--- src/rtl/seg7_scan.sv ---
// Multiplexed 7-segment driver: scans a shadowed set of BCD digits one slot at a time,
// with per-digit decimal point, leading-zero blanking and enable-gated blanking.
module seg7_scan #(
  parameter int NUM_DIGITS = 4,
  parameter int PRESCALE   = 1000
) (
  input  logic                    clk_i,
  input  logic                    rst_i,
  input  logic [4*NUM_DIGITS-1:0] bcd_i,
  input  logic [NUM_DIGITS-1:0]   dp_i,
  input  logic                    load_i,
  input  logic                    enable_i,
  input  logic                    blank_lz_i,
  output logic [6:0]              seg_o,
  output logic                    dp_o,
  output logic [NUM_DIGITS-1:0]   an_o,
  output logic                    tick_o
);

  localparam int IW = (NUM_DIGITS > 1) ? $clog2(NUM_DIGITS) : 1;
  localparam int PW = $clog2(PRESCALE);
  localparam logic [PW-1:0] PRESC_LAST = PW'(PRESCALE - 1);
  localparam logic [IW-1:0] IDX_LAST   = IW'(NUM_DIGITS - 1);

  logic [4*NUM_DIGITS-1:0] shadow_bcd_q;
  logic [NUM_DIGITS-1:0]   shadow_dp_q;
  logic [PW-1:0]           presc_q, presc_d;
  logic [IW-1:0]           idx_q, idx_d;
  logic                    on_q;
  logic [6:0]              seg_q, seg_d;
  logic                    dp_q, dp_d;
  logic [NUM_DIGITS-1:0]   an_q, an_d;

  logic                    tick;
  logic [3:0]              cur_digit;
  logic                    cur_dp;
  logic [NUM_DIGITS-1:0]   zero_from;
  logic                    cur_blank;
  logic                    zacc;

  function automatic logic [6:0] decode(input logic [3:0] d);
    case (d)
      4'd0:    decode = 7'b0111111;
      4'd1:    decode = 7'b0000110;
      4'd2:    decode = 7'b1011011;
      4'd3:    decode = 7'b1001111;
      4'd4:    decode = 7'b1100110;
      4'd5:    decode = 7'b1101101;
      4'd6:    decode = 7'b1111101;
      4'd7:    decode = 7'b0000111;
      4'd8:    decode = 7'b1111111;
      4'd9:    decode = 7'b1101111;
      default: decode = 7'b1000000;
    endcase
  endfunction

  always_comb begin
    tick    = enable_i && !rst_i && (presc_q == PRESC_LAST);
    presc_d = presc_q;
    idx_d   = idx_q;
    if (enable_i) begin
      presc_d = (presc_q == PRESC_LAST) ? '0 : presc_q + 1'b1;
      if (tick) idx_d = (idx_q == IDX_LAST) ? '0 : idx_q + 1'b1;
    end
  end

  // Display data is taken from the pre-edge shadow, so a load on a tick edge shows up one slot later.
  always_comb begin
    cur_digit = 4'd0;
    cur_dp    = 1'b0;
    an_d      = '0;
    for (int i = 0; i < NUM_DIGITS; i++) begin
      if (idx_d == IW'(i)) begin
        cur_digit = shadow_bcd_q[4*i +: 4];
        cur_dp    = shadow_dp_q[i];
        an_d[i]   = 1'b1;
      end
    end
  end

  always_comb begin
    zacc      = 1'b1;
    zero_from = '0;
    for (int i = NUM_DIGITS - 1; i >= 0; i--) begin
      zacc         = zacc && (shadow_bcd_q[4*i +: 4] == 4'd0);
      zero_from[i] = zacc;
    end
    cur_blank = 1'b0;
    for (int i = 1; i < NUM_DIGITS; i++) begin
      if (idx_d == IW'(i)) cur_blank = blank_lz_i && zero_from[i];
    end
    seg_d = cur_blank ? 7'b0000000 : decode(cur_digit);
    dp_d  = cur_dp;
  end

  always_ff @(posedge clk_i) begin
    if (rst_i) begin
      shadow_bcd_q <= '0;
      shadow_dp_q  <= '0;
      presc_q      <= '0;
      idx_q        <= '0;
      on_q         <= 1'b0;
      seg_q        <= '0;
      dp_q         <= 1'b0;
      an_q         <= '0;
    end else begin
      presc_q <= presc_d;
      idx_q   <= idx_d;
      if (load_i) begin
        shadow_bcd_q <= bcd_i;
        shadow_dp_q  <= dp_i;
      end
      // Outputs refresh only at slot boundaries or when the display first comes on.
      if (!enable_i) begin
        on_q  <= 1'b0;
        seg_q <= '0;
        dp_q  <= 1'b0;
        an_q  <= '0;
      end else if (tick || !on_q) begin
        on_q  <= 1'b1;
        seg_q <= seg_d;
        dp_q  <= dp_d;
        an_q  <= an_d;
      end
    end
  end

  assign seg_o  = seg_q;
  assign dp_o   = dp_q;
  assign an_o   = an_q;
  assign tick_o = tick;

endmodule

--- config.mk ---
export PLATFORM = sky130hd
export DESIGN_NAME = seg7_scan
export DESIGN_NICKNAME = d
export VERILOG_FILES = /design/src/rtl/seg7_scan.sv
export SDC_FILE = /design/constraint.sdc
export NUM_CORES = 1
export LEC_CHECK = 0
export BUFFER_PORTS_ARGS = -buffer_cell sky130_fd_sc_hd__buf_2
export CORE_ASPECT_RATIO = 1.2
export CORE_UTILIZATION = 56
export DETAILED_ROUTE_END_ITERATION = 12
export PLACE_DENSITY = 0.83
export SLEW_MARGIN = 10
export SYNTH_ARGS = -nofsm -noshare
export SYNTH_HDL_FRONTEND = slang
export SYNTH_SLANG_ARGS = --single-unit
--- constraint.sdc ---
create_clock -name clk_i -period 3.3 [get_ports clk_i]
set_input_delay 0.33 -clock clk_i [delete_from_list [all_inputs] [get_ports clk_i]]
set_output_delay 0.33 -clock clk_i [all_outputs]
set_load 0.005 [all_outputs]
**Word-level counts from Yosys, hierarchy flattened**

Memory sizes are Yosys's and may differ from the RTL's.
Index checks and enable logic that the tools add are counted.
W data, S select, Z words.

- Add/sub/neg operators: 2
- Muxes and demuxes: 20
- Bitwise logic cells: 1
- Equal/unequal tests: 5
- Reduce and logical (&&, ||, !) cells: 15

Operators with widths:

| kind | number |
|---|---|
| $mux W4 | 4 |
| $logic_not A4 Y1 | 3 |
| $mux W1 | 11 |
| $add A10 B1 Y10 const B | 1 |
| $eq A10 B10 Y1 const B | 1 |
| $mux W10 | 1 |
| $logic_and A1 B1 Y1 | 7 |
| $mux W7 | 1 |
| $eq A2 B2 Y1 const B | 3 |
| $mux W2 | 3 |
| $add A2 B1 Y2 const B | 1 |
| $eq A2 B1 Y1 const B | 1 |
| $logic_not A1 Y1 | 2 |
| $logic_not A2 Y1 | 1 |
| $reduce_or A2 Y1 | 1 |
| $logic_or A1 B1 Y1 | 1 |
| $not A1 Y1 | 1 |

- Memory bits (read-only): 112
- Bits in registers: 45
- Input port bits: 25
- Memories: 1

Memories:

| name | depth | width | read ports | clocked after memory_dff | write ports | RTL line | text |
|---|---|---|---|---|---|---|---|
| (name not given) | 16 | 7 | 1 | 0 | 0 | 42 | `case (d)` |

**Depth between registers and ports, before layout**

Gate-level depths: netlist of run 1.
An unclocked memory read counts as a cell.

- Word-level depth: 12
- Mapped depth: 12
- Gate-level depth less buffers: 12

**Worst setup path after synthesis of run 1**

No wires, ideal clock.

- Path type: register to register
- Start: register presc_q[0]
- End: register seg_q[6] (netlist: seg_o[6])
- Stages on the path, launching flop included: 13
- Arrival: 2.602 ns
- Setup time: 0.117 ns
- Required time: 3.183 ns
- Path buffers: 1
- Slack: 0.580 ns
- Cells stage by stage: dfxtp_1 -> ha_1 -> nand4bb_4 -> o41ai_2 -> and2_1 -> buf_4 -> mux2_2 -> inv_1 -> ha_1 -> inv_1 -> a21oi_1 -> o21ai_1 -> a32o_1

- Longest elaborated chain between the ends: 11

Ends and longest elaborated chain:

| element | RTL line | text |
|---|---|---|
| from (decl) | 27 | `logic [PW-1:0] presc_q, presc_d;` |
| from (signal assigned) | 107 | `presc_q <= presc_d;` |
| $eq A10 B10 Y1 * | 58 | `tick = enable_i && !rst_i && (presc_q == PRESC_LAST);` |
| $logic_and A1 B1 Y1 * | 58 |  |
| $mux W2 | 63 | `if (tick) idx_d = (idx_q == IDX_LAST) ? '0 : idx_q + 1'b1;` |
| $mux W2 | 61 | `if (enable_i) begin` |
| $logic_not A2 Y1 | 73 | `if (idx_d == IW'(i)) begin` |
| $mux W4 (4 in series) | 73 |  |
| $mem_v2 Z16 W7 | -- |  |
| $mux W7 | 92 | `seg_d = cur_blank ? 7'b0000000 : decode(cur_digit);` |
| to (signal assigned) | 121 | `seg_q <= seg_d;` |
| to (decl) | 30 | `logic [6:0] seg_q, seg_d;` |

Every way passes the cells marked *; elsewhere a longest branch is shown, timed or not.
A chain may end at the register's enable or synchronous reset.

**Worst setup path in the final report of run 1**

Ends and elaborated chain as after synthesis.

==> results of run 1 <==
-- metrics by stage --
| stage | power [mW] | hold slack, ns | utilization [%] | area (sq um) | std cells |
|---|---|---|---|---|---|
| after global routing | 1.09 | 0.271 | 65.3 | 2570 | 332 |
| after global placement | 0.716 | 0.445 | 63.2 | 2490 | 324 |
| final | 1.04 | 0.254 | 65.3 | 2570 | 332 |
| after CTS | 1.05 | 0.256 | 65.3 | 2570 | 332 |
| after floorplan | 0.685 | 0.446 | - | 2310 | 241 |
| after detailed placement | 0.719 | 0.449 | 63.2 | 2490 | 324 |
-- critical path: cells and delay by family (launching register included) --
family          cells  cell delay, ns
compound gates      3            0.51
buf+inv             2            0.15
mux                 2            0.48
simple gates        3            0.98
fa+ha+maj           2            0.43
flops               1            0.40
-- layer usage --
| layer | share of wire (%) | wire length (microns) | GRT usage, % |
|---|---|---|---|
| met3 | 4.1 | 198 | 5.70 |
| met1 | 42 | 1990 | 27.9 |
| met5 | 0 | 0 | 0 |
| met4 | 2.4 | 114 | 10.9 |
| met2 | 52 | 2470 | 42.4 |
-- report_power, final --
group	switching, mW	internal, mW	leakage [nW]	total (mW)
clock network	0.185	0.147	0.0450	0.332
logic	0.0654	0.0581	0.704	0.124
registers	0.0176	0.567	0.369	0.584
total	0.268	0.772	1.12	1.04
-- cell type report --
type,count,share of cell area [%]
multi-input combinational,179,50.2
clock buffer,6,2.82
timing repair buffer,40,8.07
sequential,45,35.0
tap,54,2.63
clock inverter,2,0.389
inverter,6,0.875
-- worst paths after layout --
kind / end / cells past startpoint / slack [ns]
hold reg to reg: dp_o / 2 / 0.46
setup reg to reg: seg_o[6] / 12 / 0.24
hold / removal: shadow_bcd_q[14] / 3 / 0.25
setup / recovery: seg_o[6] / 12 / 0.24
-- cells by family after synthesis --
| family | Yosys count | synth area share (%) |
|---|---|---|
| and+or+nand+nor | 96 | 22.4 |
| AOI/OAI and AO/OA | 45 | 16.8 |
| DFF | 45 | 39.1 |
| muxes | 24 | 10.5 |
| buffers and inverters | 17 | 4.88 |
| xor gates and xnor gates | 7 | 2.66 |
| adders and majority gates | 7 | 3.80 |
-- synthesized netlist by cell type (4+ instances only) --
cell type,count
nand4_1,5
a21oi_1,10
o21ai_0,5
nor3_1,5
ha_1,7
o21ai_1,4
a32o_1,5
nand2_1,20
nor2_1,38
xor2_1,6
mux2i_1,23
inv_1,6
clkbuf_1,5
dfxtp_1,45
-- state kept, by name, summed over array words and instances (netlist names) --
signal and flops:
idx_q 2, seg_o 7, shadow_dp_q 4, presc_q 10, an_o 4, dp_o 1, shadow_bcd_q 16, on_q 1
==> metrics, run 1 <==
Max-cap violations=0; Core Area=3940 sq um; setup TNS=0 ns; Final #Nets=309; CP arrival=3.26 ns; Setup-failing EPs final=0; post_cts resized=0; clock skew=0.0108 ns; largest net degree at the start of global routing=28; DR pass1 iterations=4; Tightest Pin Transition=0.628 ns; CTS tree=built; GPL Wtd Cong=0.906; startpoint types=register; ant diodes=0; pre-CTS setup slack=0.392 ns; Setup Buffers After CTS=0; Die Height=72.3 microns; CTS sink count=45; worst reg2reg path startpoint=presc_q[0]; Sequential Area=901 sq um; synthesized cell area=2310 sq um; Peak supply drop=0.000271 V; CTS buffer count=5; Synth Net Count=273; cts hold-fix bufs=0; # DRC=0; Syn Inst Count=241; GRT overflow=0; WL/cell=14.4 microns; GRT Total Usage=24.4%; Max stage delay cell, worst path=dfxtp_1; P_leak=1.12 nW; vias per cell=5.77; antenna viol nets, final=0; crit-path max cell delay=0.40 ns; Max Root-Sink Buffers=2; total number of yosys warnings=0; fillcell total=347; Clock transition at path regs=0.09 ns; Yosys reg bits=45; sequential share of the synthesized area=39.1%; row count=25; Final Hold Viols=0; post-synth top area share=39.1%; PortBufs=37; Crit. Startpoint=presc_q[0]; ratio of final minimum period to clock period=92.9%; commonest non-fill, non-tap cell in the layout=dfxtp_1; Die ar.=4380 sq um; first-pass GRT wire length=8070 microns; RSZ-0062 raised after global routing=false; hold_sp=bcd_i[14]; max_slew headroom=58.1%; Syn-to-layout area delta=11.6%; Boundary Pins=38; Crit. End Element=register; worst hold path type=primary input to register; root cell of the clock tree=clkbuf_8; Detailed Route Iter0 Violations=104; share of cells above drive strength 1=24.1%; Max FO, Critical Path=8; fmax=326 MHz; post-synth cell types=51; Pwr Density=404 nW/um^2; antenna violations before repair=0; largest area contributor in the netlist=dfxtp_1; vias in the first global route=1869; multi-input combinational cell area=1290 sq um; vias=1914; DIE WIDTH=60.6 microns; Synth area leaders=dfxtp_1 (39%), mux2i_1 (10%), nor2_1 (6.2%), ha_1 (3.8%), nand2_1 (3.3%); htree depth=2; Synth async-reset ratio=0%; CP Cell Sequence=ha_1 > and4bb_2 > nand4_1 > nand2_1 > mux2i_1 > mux2_2 > inv_1 > ha_1 > inv_1 > a21oi_1 > o21ai_1 > a32o_1; Initial Utilization=58.5%; Crit Path Class=register to register; EDFF count, synth=0; most frequent cells in the layout=dfxtp_1 (45), nor2_1 (38), buf_2 (37); status=finished, final reports clean; Avg Inst Size Synth=9.57 sq um; HPWL after DPL=3490 microns; Synth Flop Type=dfxtp_1; CP required=3.49 ns; final WL=4780 microns; Slew Limit Fails=0; min cycle time layout=3.06 ns; fin worst setup slack=0.236 ns; Clock Latency Late Sink=0.31 ns
No activity file was read; power rests on OpenSTA's default activity.
==> run 2, diff against run 1 <==
--- a/config.mk
+++ b/config.mk
@@ -9,7 +9,7 @@
 export CORE_ASPECT_RATIO = 1.2
 export CORE_UTILIZATION = 56
 export DETAILED_ROUTE_END_ITERATION = 12
-export PLACE_DENSITY = 0.83
+export PLACE_DENSITY = 0.75
 export SLEW_MARGIN = 10
 export SYNTH_ARGS = -nofsm -noshare
 export SYNTH_HDL_FRONTEND = slang
==> metrics, run 2 (synthesis gave the netlist of run 1 again) <==
Placed Instances=325 (+0.31%); worst reg2reg path startpoint=presc_q[0]; vias per cell=5.70 (-1.2%); Setup-failing EPs final=0 (unchanged); antenna violations before repair=0 (unchanged); RSZ-0062 raised after global routing=false; WL/cell=14.1 microns (-1.9%); met2 WL=2360 microns (-4.4%); Initial Utilization=58.5% (unchanged); worst hold path type=primary input to register; setup TNS=0 ns (unchanged); fin cells=332 (unchanged); commonest non-fill, non-tap cell in the layout=dfxtp_1; PortBufs=37 (unchanged); Overall Power=1.11 mW (+6.3%); P_leak=1.13 nW (+1.2%); GRT Total Usage=23.8% (-0.61 points); Boundary Pins=38 (unchanged); CTS buffer count=5 (unchanged); root cell of the clock tree=clkbuf_8; post-route cell area=2600 sq um (+1.1%); ant diodes=0 (unchanged); CP required=3.49 ns (about the same); Detailed Route Iter0 Violations=92 (-12%); fin worst setup slack=0.455 ns (+0.219 ns); hold_sp=bcd_i[15]; Clock Latency Late Sink=0.30 ns (about the same); Top reg by flops=shadow_bcd_q; DIE WIDTH=60.6 microns (unchanged); Core Area=3940 sq um (unchanged); vias=1891 (-1.2%); antenna viol nets, final=0 (unchanged); ratio of final minimum period to clock period=86.2% (-6.6 points); Final #Nets=310 (+0.32%); final WL=4690 microns (-1.9%); CTS sink count=45 (unchanged); htree depth=2 (unchanged); WL met1=1990 microns (unchanged); GPL Wtd Cong=0.846 (-6.6%); min cycle time layout=2.84 ns (-0.219 ns); first-pass GRT wire length=7740 microns (-4.1%); pre-CTS setup slack=0.499 ns (+0.107 ns); Die Height=72.3 microns (unchanged); share of cells above drive strength 1=24.5% (+0.36 points); clock skew=0.00653 ns (-0.00431 ns); status=finished, final reports clean; Peak supply drop=0.000355 V (+31%); DR pass1 iterations=4 (unchanged); Crit Path Class=register to register; Pwr Density=425 nW/um^2 (+5.2%); row count=25 (unchanged); post_cts resized=0 (unchanged); GRT overflow=0 (unchanged); max_slew headroom=57.5% (-0.63 points); vias in the first global route=1724 (-7.8%); Crit. End Element=register; CTS tree=built; met3 WL=173 microns (-13%); Clock transition at path regs=0.08 ns (about the same); max FFs per register=16 (unchanged); DP Area=2500 sq um (+0.30%); Crit. Startpoint=presc_q[0]; Max-cap violations=0 (unchanged); Syn-to-layout area delta=12.9%; Max FO, Critical Path=8 (unchanged); top sig layer=met4; cts hold-fix bufs=0 (unchanged); Setup Buffers After CTS=0 (unchanged); Final Hold Viols=0 (unchanged); Tightest Pin Transition=0.638 ns (+0.00952 ns); HPWL after DPL=3550 microns (+1.6%); # DRC=0 (unchanged); most frequent cells in the layout=dfxtp_1 (45), nor2_1 (38), buf_2 (37); largest net degree at the start of global routing=23 (-18%); Die ar.=4380 sq um (unchanged); fmax=352 MHz (+7.7%); Slew Limit Fails=0 (unchanged); Max Root-Sink Buffers=2 (unchanged); CP arrival=3.04 ns (-0.22 ns); startpoint types=register
==> run 2: layout make-up <==
class	count	area, sq um
clock buffers	5	68.8
clock inverters	2	35.0
fillers	379	1340
inverters	6	22.5
multi-input cells	179	1290
flip-flops and latches	45	901
well taps	54	67.6
repair buffers	41	215
==> run 2: path summary, 6_finish.rpt <==
kind	end	slack, ns	cells past startpoint
max reg2reg	seg_o[1]	0.46	10
max	seg_o[1]	0.46	10
min	shadow_bcd_q[15]	0.26	3
min reg2reg	dp_o	0.48	2
==> run 2: metal layers <==
layer / global-route usage [%] / vias to the layer above
met2: 40.0 / 52
met1: 27.1 / 876
li1: - / 948
met4: 13.1 / 0
met3: 5.70 / 15
met5: 0 / -
==> run 2: critical path, cell delays in order, from the launching register on <==
cell and delay (ns):
dfxtp_1 0.39, ha_1 0.28, and4bb_2 0.31, nand4_1 0.27
and3_2 0.33, a211oi_2 0.23, or2_4 0.20, inv_1 0.07
ha_1 0.30, nand2b_1 0.14, a32o_1 0.21
==> run 2: power breakdown <==
part	internal (mW)	switching [mW]
logic	0.0589	0.0633
clock network	0.220	0.179
registers	0.567	0.0176
==> run 2: stage by stage <==
stage          hold slack (ns)  util (%)
4_1_cts                  0.258      66.0
6_report                 0.262      66.0
5_1_grt                  0.265      66.0
3_5_place_dp             0.468      63.4
2_1_floorplan            0.446         -
3_3_place_gp             0.449      63.4
